===== src/rtl/rv_pkg.sv =====
// Shared register-file types and defaults for the integer datapath.
package rv_pkg;
  localparam int XLEN_DEF  = 64;
  localparam int NREGS_DEF = 32;
  localparam int ZERO_REG  = 0;

  function automatic int aw_of(input int n);
    return (n <= 2) ? 1 : $clog2(n);
  endfunction

  localparam int AW_DEF = aw_of(NREGS_DEF);

  typedef logic [AW_DEF-1:0]   regaddr_t;
  typedef logic [XLEN_DEF-1:0] xdata_t;
endpackage


===== src/rtl/regfile_busy_tracker.sv =====
// Per-register busy scoreboard: issue sets, writeback clears, set wins on a tie.
module regfile_busy_tracker
  import rv_pkg::*;
#(
  parameter int NREGS = NREGS_DEF,
  parameter int AW    = aw_of(NREGS)
) (
  input  logic             clk,
  input  logic             rst_n,
  input  logic             i_set_vld,
  input  logic [AW-1:0]    i_set_reg,
  input  logic             i_clr_vld,
  input  logic [AW-1:0]    i_clr_reg,
  output logic [NREGS-1:0] o_busy,
  output logic [AW:0]      o_count
);

  logic [NREGS-1:0] r_busy;
  logic [AW:0]      r_count;
  logic [NREGS-1:0] w_busy_nxt;
  logic [AW:0]      w_count_nxt;

  // Clear is applied first so a same-register issue re-marks it busy.
  always_comb begin
    w_busy_nxt = r_busy;
    if (i_clr_vld && i_clr_reg != AW'(ZERO_REG))
      w_busy_nxt[i_clr_reg] = 1'b0;
    if (i_set_vld && i_set_reg != AW'(ZERO_REG))
      w_busy_nxt[i_set_reg] = 1'b1;
    w_busy_nxt[0] = 1'b0;
  end

  always_comb begin
    w_count_nxt = '0;
    for (int i = 0; i < NREGS; i++)
      w_count_nxt = w_count_nxt + (AW+1)'(w_busy_nxt[i]);
  end

  always_ff @(posedge clk or negedge rst_n) begin
    if (!rst_n) begin
      r_busy  <= '0;
      r_count <= '0;
    end else begin
      r_busy  <= w_busy_nxt;
      r_count <= w_count_nxt;
    end
  end

  assign o_busy  = r_busy;
  assign o_count = r_count;

endmodule


===== src/rtl/regfile_scoreboard.sv =====
// Integer register file: NREAD combinational reads, one write, optional bypass,
// and a busy scoreboard for RAW hazard detection at decode.
module regfile_scoreboard
  import rv_pkg::*;
#(
  parameter int XLEN   = XLEN_DEF,
  parameter int NREGS  = NREGS_DEF,
  parameter int NREAD  = 2,
  parameter int BYPASS = 1,
  parameter int AW     = aw_of(NREGS)
) (
  input  logic                  clk,
  input  logic                  rst_n,
  input  logic [NREAD*AW-1:0]   readAddr,
  output logic [NREAD*XLEN-1:0] readData,
  output logic [NREAD-1:0]      readBusy,
  input  logic                  regWrite,
  input  logic [AW-1:0]         writeReg,
  input  logic [XLEN-1:0]       writeData,
  input  logic                  issueValid,
  input  logic [AW-1:0]         issueReg,
  output logic [NREGS-1:0]      busyVec,
  output logic [AW:0]           pendingCount
);

  if (NREGS < 2 || (NREGS & (NREGS - 1)) != 0) begin : g_bad_nregs
    $fatal(1, "regfile_scoreboard: NREGS must be a power of 2 and >= 2");
  end
  if (NREAD < 1 || NREAD > 4) begin : g_bad_nread
    $fatal(1, "regfile_scoreboard: NREAD must be in 1..4");
  end

  logic [XLEN-1:0] r_mem [NREGS];
  logic            w_wr_en;

  assign w_wr_en = regWrite && (writeReg != AW'(ZERO_REG));

  always_ff @(posedge clk or negedge rst_n) begin
    if (!rst_n) begin
      for (int i = 0; i < NREGS; i++) r_mem[i] <= '0;
    end else if (w_wr_en) begin
      r_mem[writeReg] <= writeData;
    end
  end

  regfile_busy_tracker #(.NREGS(NREGS), .AW(AW)) u_busy (
    .clk       (clk),
    .rst_n     (rst_n),
    .i_set_vld (issueValid),
    .i_set_reg (issueReg),
    .i_clr_vld (regWrite),
    .i_clr_reg (writeReg),
    .o_busy    (busyVec),
    .o_count   (pendingCount)
  );

  for (genvar p = 0; p < NREAD; p++) begin : g_rd
    logic [AW-1:0] w_addr;
    logic          w_hit;

    assign w_addr = readAddr[p*AW +: AW];
    // A bypassed read already carries the result, so the hazard is resolved.
    assign w_hit  = (BYPASS != 0) && w_wr_en && (writeReg == w_addr);

    assign readData[p*XLEN +: XLEN] = (w_addr == AW'(ZERO_REG)) ? '0 :
                                      w_hit ? writeData : r_mem[w_addr];
    assign readBusy[p] = busyVec[w_addr] & ~w_hit;
  end

endmodule


===== config.mk =====
export PLATFORM = sky130hd
export DESIGN_NAME = regfile_scoreboard
export DESIGN_NICKNAME = d
export VERILOG_FILES = /design/src/rtl/rv_pkg.sv /design/src/rtl/regfile_busy_tracker.sv /design/src/rtl/regfile_scoreboard.sv
export SDC_FILE = /design/constraint.sdc
export NUM_CORES = 2
export LEC_CHECK = 0
export BUFFER_PORTS_ARGS = -buffer_cell sky130_fd_sc_hd__buf_4
export CAP_MARGIN = 20
export CELL_PAD_IN_SITES_DETAIL_PLACEMENT = 1
export CELL_PAD_IN_SITES_GLOBAL_PLACEMENT = 1
export CORE_MARGIN = 8
export CORE_UTILIZATION = 49
export DETAILED_ROUTE_END_ITERATION = 10
export HOLD_SLACK_MARGIN = 0.05
export PLACE_DENSITY_LB_ADDON = 0.1
export SETUP_SLACK_MARGIN = 0.5
export SLEW_MARGIN = 20
export SYNTH_ARGS = -nofsm -noshare
export SYNTH_HDL_FRONTEND = slang
export SYNTH_HIERARCHICAL = 1
export SYNTH_SLANG_ARGS = --single-unit

===== constraint.sdc =====
create_clock -name clk -period 5.15 [get_ports clk]
set_input_delay 0.2575 -clock clk [delete_from_list [all_inputs] [get_ports clk]]
set_output_delay 0.2575 -clock clk [all_outputs]
set_load 0.02 [all_outputs]

Yosys cells after proc, flatten, opt, wreduce, memory -nomap -nowiden
Cells that the tools add are included.
{ "classes": {"n_bitwise": 10, "order_cmp": 10, "n_eq_ne": 2, "add_sub_neg": 30, "reduce_logical": 11, "muxes": 23} }
{ "ops": {"columns": ["operator", "n"], "rows": [
  ["bitwise mux 2048 bit", 1],
  ["binary-select mux 64 bit (select 5 bit)", 2],
  ["2-to-1 mux 64 bit", 9],
  ["demux 64 bit (select 5 bit)", 1],
  ["adder 6 x 1 -> 6 bit", 29],
  ["2-to-1 mux 32 bit", 2],
  ["AND 32 bit", 1],
  ["inverter 32 bit", 1],
  ["OR 32 bit", 1],
  ["less-than comparator 5 x 6 -> 1 bit (second input constant)", 4],
  [">= comparator 6 bit (second input constant)", 3],
  ["inverter 5 -> 6 bit", 3],
  ["binary-select mux 1 bit (select 5 bit)", 2],
  ["demux 1 bit (select 5 bit)", 2],
  ["== test 5 bit", 2],
  [">= comparator 5 x 1 -> 1 bit (second input constant)", 2],
  ["logical NOT 5 bit", 2],
  ["nonzero test 5 bit", 2],
  ["logical AND 1 bit", 7],
  ["less-than comparator 6 x 1 -> 1 bit (second input constant)", 1],
  ["2-to-1 mux 1 bit", 4],
  ["adder 1 x 1 -> 2 bit", 1],
  ["AND 1 bit", 2],
  ["inverter 1 bit", 2]
]} }
{ "word_totals": {"output_inout_bits": 168, "inputBits": 88, "elab_cells": 120, "ff_bits": 2085} }

Depth between registers and ports, before layout
{ "depth": {"ltp_word": 39, "ltp_mapped": 19, "mapped_depth_nobuf": 18} }

Cells and area by module
Netlist, hierarchy kept.
{ "by_module_without_submodules": {"columns": ["mod", "seq_area_each_um2", "cells_each", "area_per_inst_um2", "instances"], "rows": [
  ["regfile_scoreboard", 51249.2, 7415, 109000.8, 1],
  ["regfile_busy_tracker", 925.9, 217, 2314.7, 1]
]} }

Least setup slack after synthesis
OpenSTA, ideal clock, no wires.
{ "synth_timing": {"kind": "in2reg", "from": "in issueReg[2]", "to": "reg u_busy.r_count[4], in the netlist u_busy/o_count[4]", "required_time_ps": 5070, "path_buffers": 1, "setup_ps": 80, "arrival_time_ps": 5196, "path_stages": 18, "path_slack_ps": -126, "cell_sequence": "buf_2 > nor2_1 > nand3_1 > o21a_1 > fa_1 > inv_1 > fa_1 > inv_1 > fa_1 > inv_1 > fa_1 > fa_1 > fa_1 > fa_1 > fa_1 > a21o_1 > a21oi_1 > xnor2_1"} }
{ "synth_between": {"elab_chain_cells": 36, "word_cells_on_any_way": 39, "classes_between": "add/sub: 30; order compare: 2; mux: 3; bitwise: 1; reduce/logical: 3"} }
{ "synth_lines": {"columns": ["item", "line", "rtl"], "rows": [
  ["start: declaration", "regfile_scoreboard.sv:21", "input logic [AW-1:0] issueReg,"],
  ["less-than comparator 5 x 6 -> 1 bit (implied by the code) or >= comparator 5 x 1 -> 1 bit (tied branches)", "regfile_busy_tracker.sv:29", "w_busy_nxt[i_set_reg] = 1'b1;"],
  ["logical AND 1 bit (implied by the code)", "regfile_busy_tracker.sv:29", null],
  ["2-to-1 mux 1 bit (implied by the code)", "regfile_busy_tracker.sv:29", null],
  ["demux 1 bit (select 5 bit)", null, null],
  ["OR 32 bit (no source line)", null, null],
  ["2-to-1 mux 32 bit *", "regfile_busy_tracker.sv:28", "if (i_set_vld && i_set_reg != AW'(ZERO_REG))"],
  ["adder 1 x 1 -> 2 bit", "regfile_busy_tracker.sv:36", "w_count_nxt = w_count_nxt + (AW+1)'(w_busy_nxt[i]);"],
  ["adder 6 x 1 -> 6 bit (28 in series)", "regfile_busy_tracker.sv:36", null],
  ["adder 6 x 1 -> 6 bit *", "regfile_busy_tracker.sv:36", null],
  ["net u_busy.w_count_nxt[4]", "regfile_busy_tracker.sv:21", "logic [AW:0] w_count_nxt;"],
  ["end signal: assignment", "regfile_busy_tracker.sv:45", "r_count <= w_count_nxt;"],
  ["end: declaration", "regfile_busy_tracker.sv:19", "logic [AW:0] r_count;"]
]} }
Mark *: on every way through the listed nets, which the timed path passes. The rest lies on a longest branch.
A chain may end at the register's enable or synchronous reset.

Final worst setup path
{ "layout_timing": {"from": "in issueReg[4]", "to": "reg u_busy.r_count[4], in the netlist u_busy/o_count[4]"} }
{ "layout_between": {"word_cells_on_any_way": 39, "classes_between": "add/sub: 30; order compare: 2; mux: 3; bitwise: 1; reduce/logical: 3"} }
{ "layout_rtl": {"columns": ["item", "line", "rtl"], "rows": [
  ["less-than comparator 5 x 6 -> 1 bit (implied by the code) or >= comparator 5 x 1 -> 1 bit (tied branches)", "regfile_busy_tracker.sv:29", null],
  ["logical AND 1 bit (implied by the code)", "regfile_busy_tracker.sv:29", null],
  ["2-to-1 mux 1 bit (implied by the code)", "regfile_busy_tracker.sv:29", null],
  ["demux 1 bit (select 5 bit)", null, null],
  ["OR 32 bit (no source line)", null, null],
  ["2-to-1 mux 32 bit *", "regfile_busy_tracker.sv:28", null],
  ["net u_busy.w_busy_nxt[6]", "regfile_busy_tracker.sv:20", "logic [NREGS-1:0] w_busy_nxt;"],
  ["adder 6 x 1 -> 6 bit * (26 in series)", "regfile_busy_tracker.sv:36", null],
  ["net u_busy.w_count_nxt[4]", "regfile_busy_tracker.sv:21", null]
]} }
Marked as above.

==> results.py <==
metrics = {
    "run_status": {
        "status": "finished, final reports clean",
    },
    "pwr": {
        "p_leak_uw": 0.0547,
        "ir_drop_v": 0.000925,
        "powerDensity_mw_per_mm2": 422,
        "power_uw": 53100,
    },
    "critical_path": {
        "r2r-start": "u_busy/o_busy[12]",
        "crit_slowest_cell": "dlygate4sd3_1",
        "path_cells": "buf_4 > and2b_1 > buf_4 > nand2_1 > dlygate4sd3_1 > o21ai_2 > fa_1 > inv_1 > fa_2 > fa_1 > inv_2 > fa_2 > fa_1 > fa_1 > fa_2 > fa_2 > a21o_1 > a21oi_2 > xnor2_1",
        "worstReg2RegEnd": "u_busy/o_count[4]",
        "worstPathArrival_ns": 5.83,
        "setup.worst_path.start_class": "input port",
        "cp.required_ns": 5.93,
        "reg2reg_depth": 16,
        "critPathMaxFanout": 3,
        "cp_top_family": "adder cells",
        "crit_cells": 19,
        "max_stage_delay_ns": 0.61,
        "worstPathBufferInverterCount": 5,
        "critPathKind": "in2reg",
        "cp-end-kind": "flip-flop",
        "rrSetupSlack_ns": 0.15,
    },
    "sta": {
        "max_freq_mhz": 198,
        "hold_viol": 0,
        "setup_viol": 0,
        "tightestPinTransition_ns": 1.24,
        "slew_viol_final": 0,
        "fin_crit_ns": 5.05,
        "max-slew-margin-rel_pct": 17.2,
        "tns_ns": 0,
        "rsz0062_at_grt": "yes",
        "fin_worst_skew_ns": 0.0139,
        "period_share_pct": 98.0,
    },
    "placed_design": {
        "place_congestion": 0.843,
        "io_buffers": 254,
        "dp_hpwl_um": 251000,
    },
    "global_route": {
        "grt_pass1_wl_um": 628000,
        "antenna_found_initial": 28,
        "grt_max_degree": 169,
        "grt_pass1_vias": 82216,
        "grt_usage_pct": 35.5,
        "overflow": 0,
    },
    "synth": {
        "synth_largest_area_cell": "dfrtp_1",
        "ys_warn_count": 6,
        "syn-cell-area_mm2": 0.111,
        "synth_nets": 7750,
        "ys_ff_latch": 2085,
        "synth_area_leaders": "dfrtp_1 (47%), mux2_2 (20%), mux4_2 (17%), mux2i_1 (3.8%), clkbuf_1 (1.8%)",
        "avgSynthCellArea_um2": 14.6,
        "async_reset_ff_share_pct": 100,
        "netlist_instances": 7632,
        "yosysSeqAreaShare_pct": 46.9,
        "synth_cell_type_count": 76,
        "synth_top_area_share_pct": 46.9,
        "synth_edf_count": 0,
        "synth-main-ff-cell": "dfrtp_1",
    },
    "floorplanning": {
        "fp-row-count": 175,
        "fp.dieW_um": 493,
        "dieArea_mm2": 0.243,
        "core_area_mm2": 0.227,
        "ioPinCount": 256,
        "start_util_pct": 49.1,
        "fp.dieH_um": 493,
    },
    "clock_tree": {
        "clock_sinks": 2085,
        "cts_buffer_depth": 3,
        "clockRootBuffer": "clkbuf_16",
        "cts_made_buffers": 229,
        "htreeDepth": 4,
        "cts_tree": "yes",
        "clk_latency_ns": 0.87,
        "clk_pin_slew_ns": 0.06,
    },
    "final_layout": {
        "drive_above_1_share_pct": 48.7,
        "layout-area-overhead-vs-synth_pct": 13.2,
        "fin_nets": 7781,
        "fill_cells": 21022,
    },
    "drt": {
        "viasPerCell": 7.12,
        "vias": 77529,
        "first_pass_iters": 5,
        "drt-total-wl_um": 435000,
        "drc_errors": 0,
        "drt_iter0_markers": 8451,
        "ant_nets": 0,
        "wl_per_cell_um": 39.9,
    },
    "flow_run": {
        "cap_violations": 0,
    },
    "hold_path": {
        "hp-class": "in2async",
    },
}
timing repair:
action,4_1_cts,5_1_grt
setup endpoints to repair,5,5
hold endpoints to repair,2209,0
cloned,0,0
setup buffers,2,1
pin swaps,2,0
gates resized for setup,6,6
hold buffers,102,0
synth_stat cells (all sizes together), types with 17 or more instances:
| cell type | n |
|---|---|
| a2111oi | 35 |
| a211oi | 32 |
| a21oi | 142 |
| a221oi | 58 |
| a22o | 96 |
| a22oi | 143 |
| a31oi | 28 |
| buf | 342 |
| clkbuf | 537 |
| dfrtp | 2085 |
| fa | 23 |
| inv | 27 |
| mux2 | 1994 |
| mux2i | 428 |
| mux4 | 832 |
| nand2 | 100 |
| nand3 | 25 |
| nor2 | 58 |
| nor2b | 24 |
| o211ai | 50 |
| o21a | 17 |
| o21ai | 149 |
| o221a | 34 |
| o221ai | 50 |
| o22a | 22 |
| o22ai | 152 |
worst max path at each step:
stage                      startpoint                end  slack [ns]
detailed placement        writeReg[0]  u_busy/o_count[4]       -0.39
CTS                 u_busy/o_busy[12]  u_busy/o_count[4]        0.17
global route              issueReg[4]  u_busy/o_count[4]      -0.007
global placement          writeReg[0]  u_busy/o_count[4]       -0.33
finish                    issueReg[4]  u_busy/o_count[4]        0.10
floorplan                 writeReg[0]  u_busy/o_count[4]        0.04
kinds of logic after synthesis:
family / after synthesis / share of synthesized area (%)
XOR/XNOR: 13 / 0.102
flip-flops: 2085 / 46.9
adder cells (fa/ha/maj): 30 / 0.492
AO/OA/AOI/OAI: 1049 / 6.69
multiplexers: 3254 / 40.9
AND/OR/NAND/NOR: 294 / 1.36
other: 1 / 0.00337
buffers and inverters: 906 / 3.63
registers in the layout (all words and copies together), names as in the netlist:
register        flops
u_busy/o_count      6
r_mem            2048
u_busy/o_busy      31
power breakdown:
group	internal (µW)	switching (µW)
sequential	19600	2470
clock	10100	7130
combinational	7470	6390
total	37200	16000
routing by layer:
layer / vias up / GRT usage (%) / share of wire, %
li1: 29782 / - / -
met5: - / 0 / 0.021
met2: 3856 / 54.7 / 46
met4: 14 / 16.2 / 5.2
met3: 1105 / 6.38 / 7.7
met1: 42772 / 49.4 / 41
cell type report:
type / instances / area (µm²) / area share, %
multi-input cells: 4641 / 55600 / 44.1
flip-flops and latches: 2085 / 52200 / 41.4
clock buffers: 360 / 7080 / 5.62
repair buffers: 679 / 6470 / 5.14
well taps: 3009 / 3760 / 2.99
clock inverters: 67 / 762 / 0.605
inverters: 27 / 103 / 0.0814
diodes: 23 / 57.6 / 0.0457
cell usage in the layout, fill, tap and decap left out, types with 59 or more instances in the layout:
| cell | n |
|---|---|
| a21oi_1 | 140 |
| a22o_1 | 96 |
| a22oi_1 | 143 |
| buf_12 | 84 |
| buf_4 | 483 |
| clkbuf_16 | 237 |
| clkbuf_8 | 70 |
| dfrtp_1 | 2085 |
| dlygate4sd3_1 | 102 |
| mux2_1 | 59 |
| mux2_2 | 1935 |
| mux2i_1 | 428 |
| mux4_2 | 832 |
| nand2_1 | 81 |
| o21ai_0 | 107 |
| o22ai_1 | 152 |
metrics by stage:
step / std cells / hold WS (ns) / setup slack, ns / instance area, µm² / utilization, %
finish: 10891 / 0.0758 / 0.102 / 126000 / 55.6
global route: 10871 / 0.109 / -0.00745 / 126000 / 55.6
CTS: 10866 / 0.0612 / 0.170 / 126000 / 55.6
detailed placement: 10335 / 0.335 / -0.388 / 117000 / 51.6
global placement: 10333 / 0.332 / -0.332 / 117000 / 51.6
floorplan: 7632 / -0.0381 / 0.0379 / 111000 / -
worst register-to-register path, cell delays in order, from the launching register on:
cell and delay, ns:
dfrtp_1 0.36, o21ai_2 0.08, o21a_1 0.13, fa_1 0.58, inv_2 0.05, fa_1 0.47, inv_1 0.05, fa_1 0.52
inv_2 0.05, fa_2 0.54, fa_1 0.45, fa_1 0.47, fa_2 0.37, fa_2 0.35, a21o_1 0.19, a21oi_2 0.15
xnor2_1 0.12
Power figures use the tool's default switching activity.
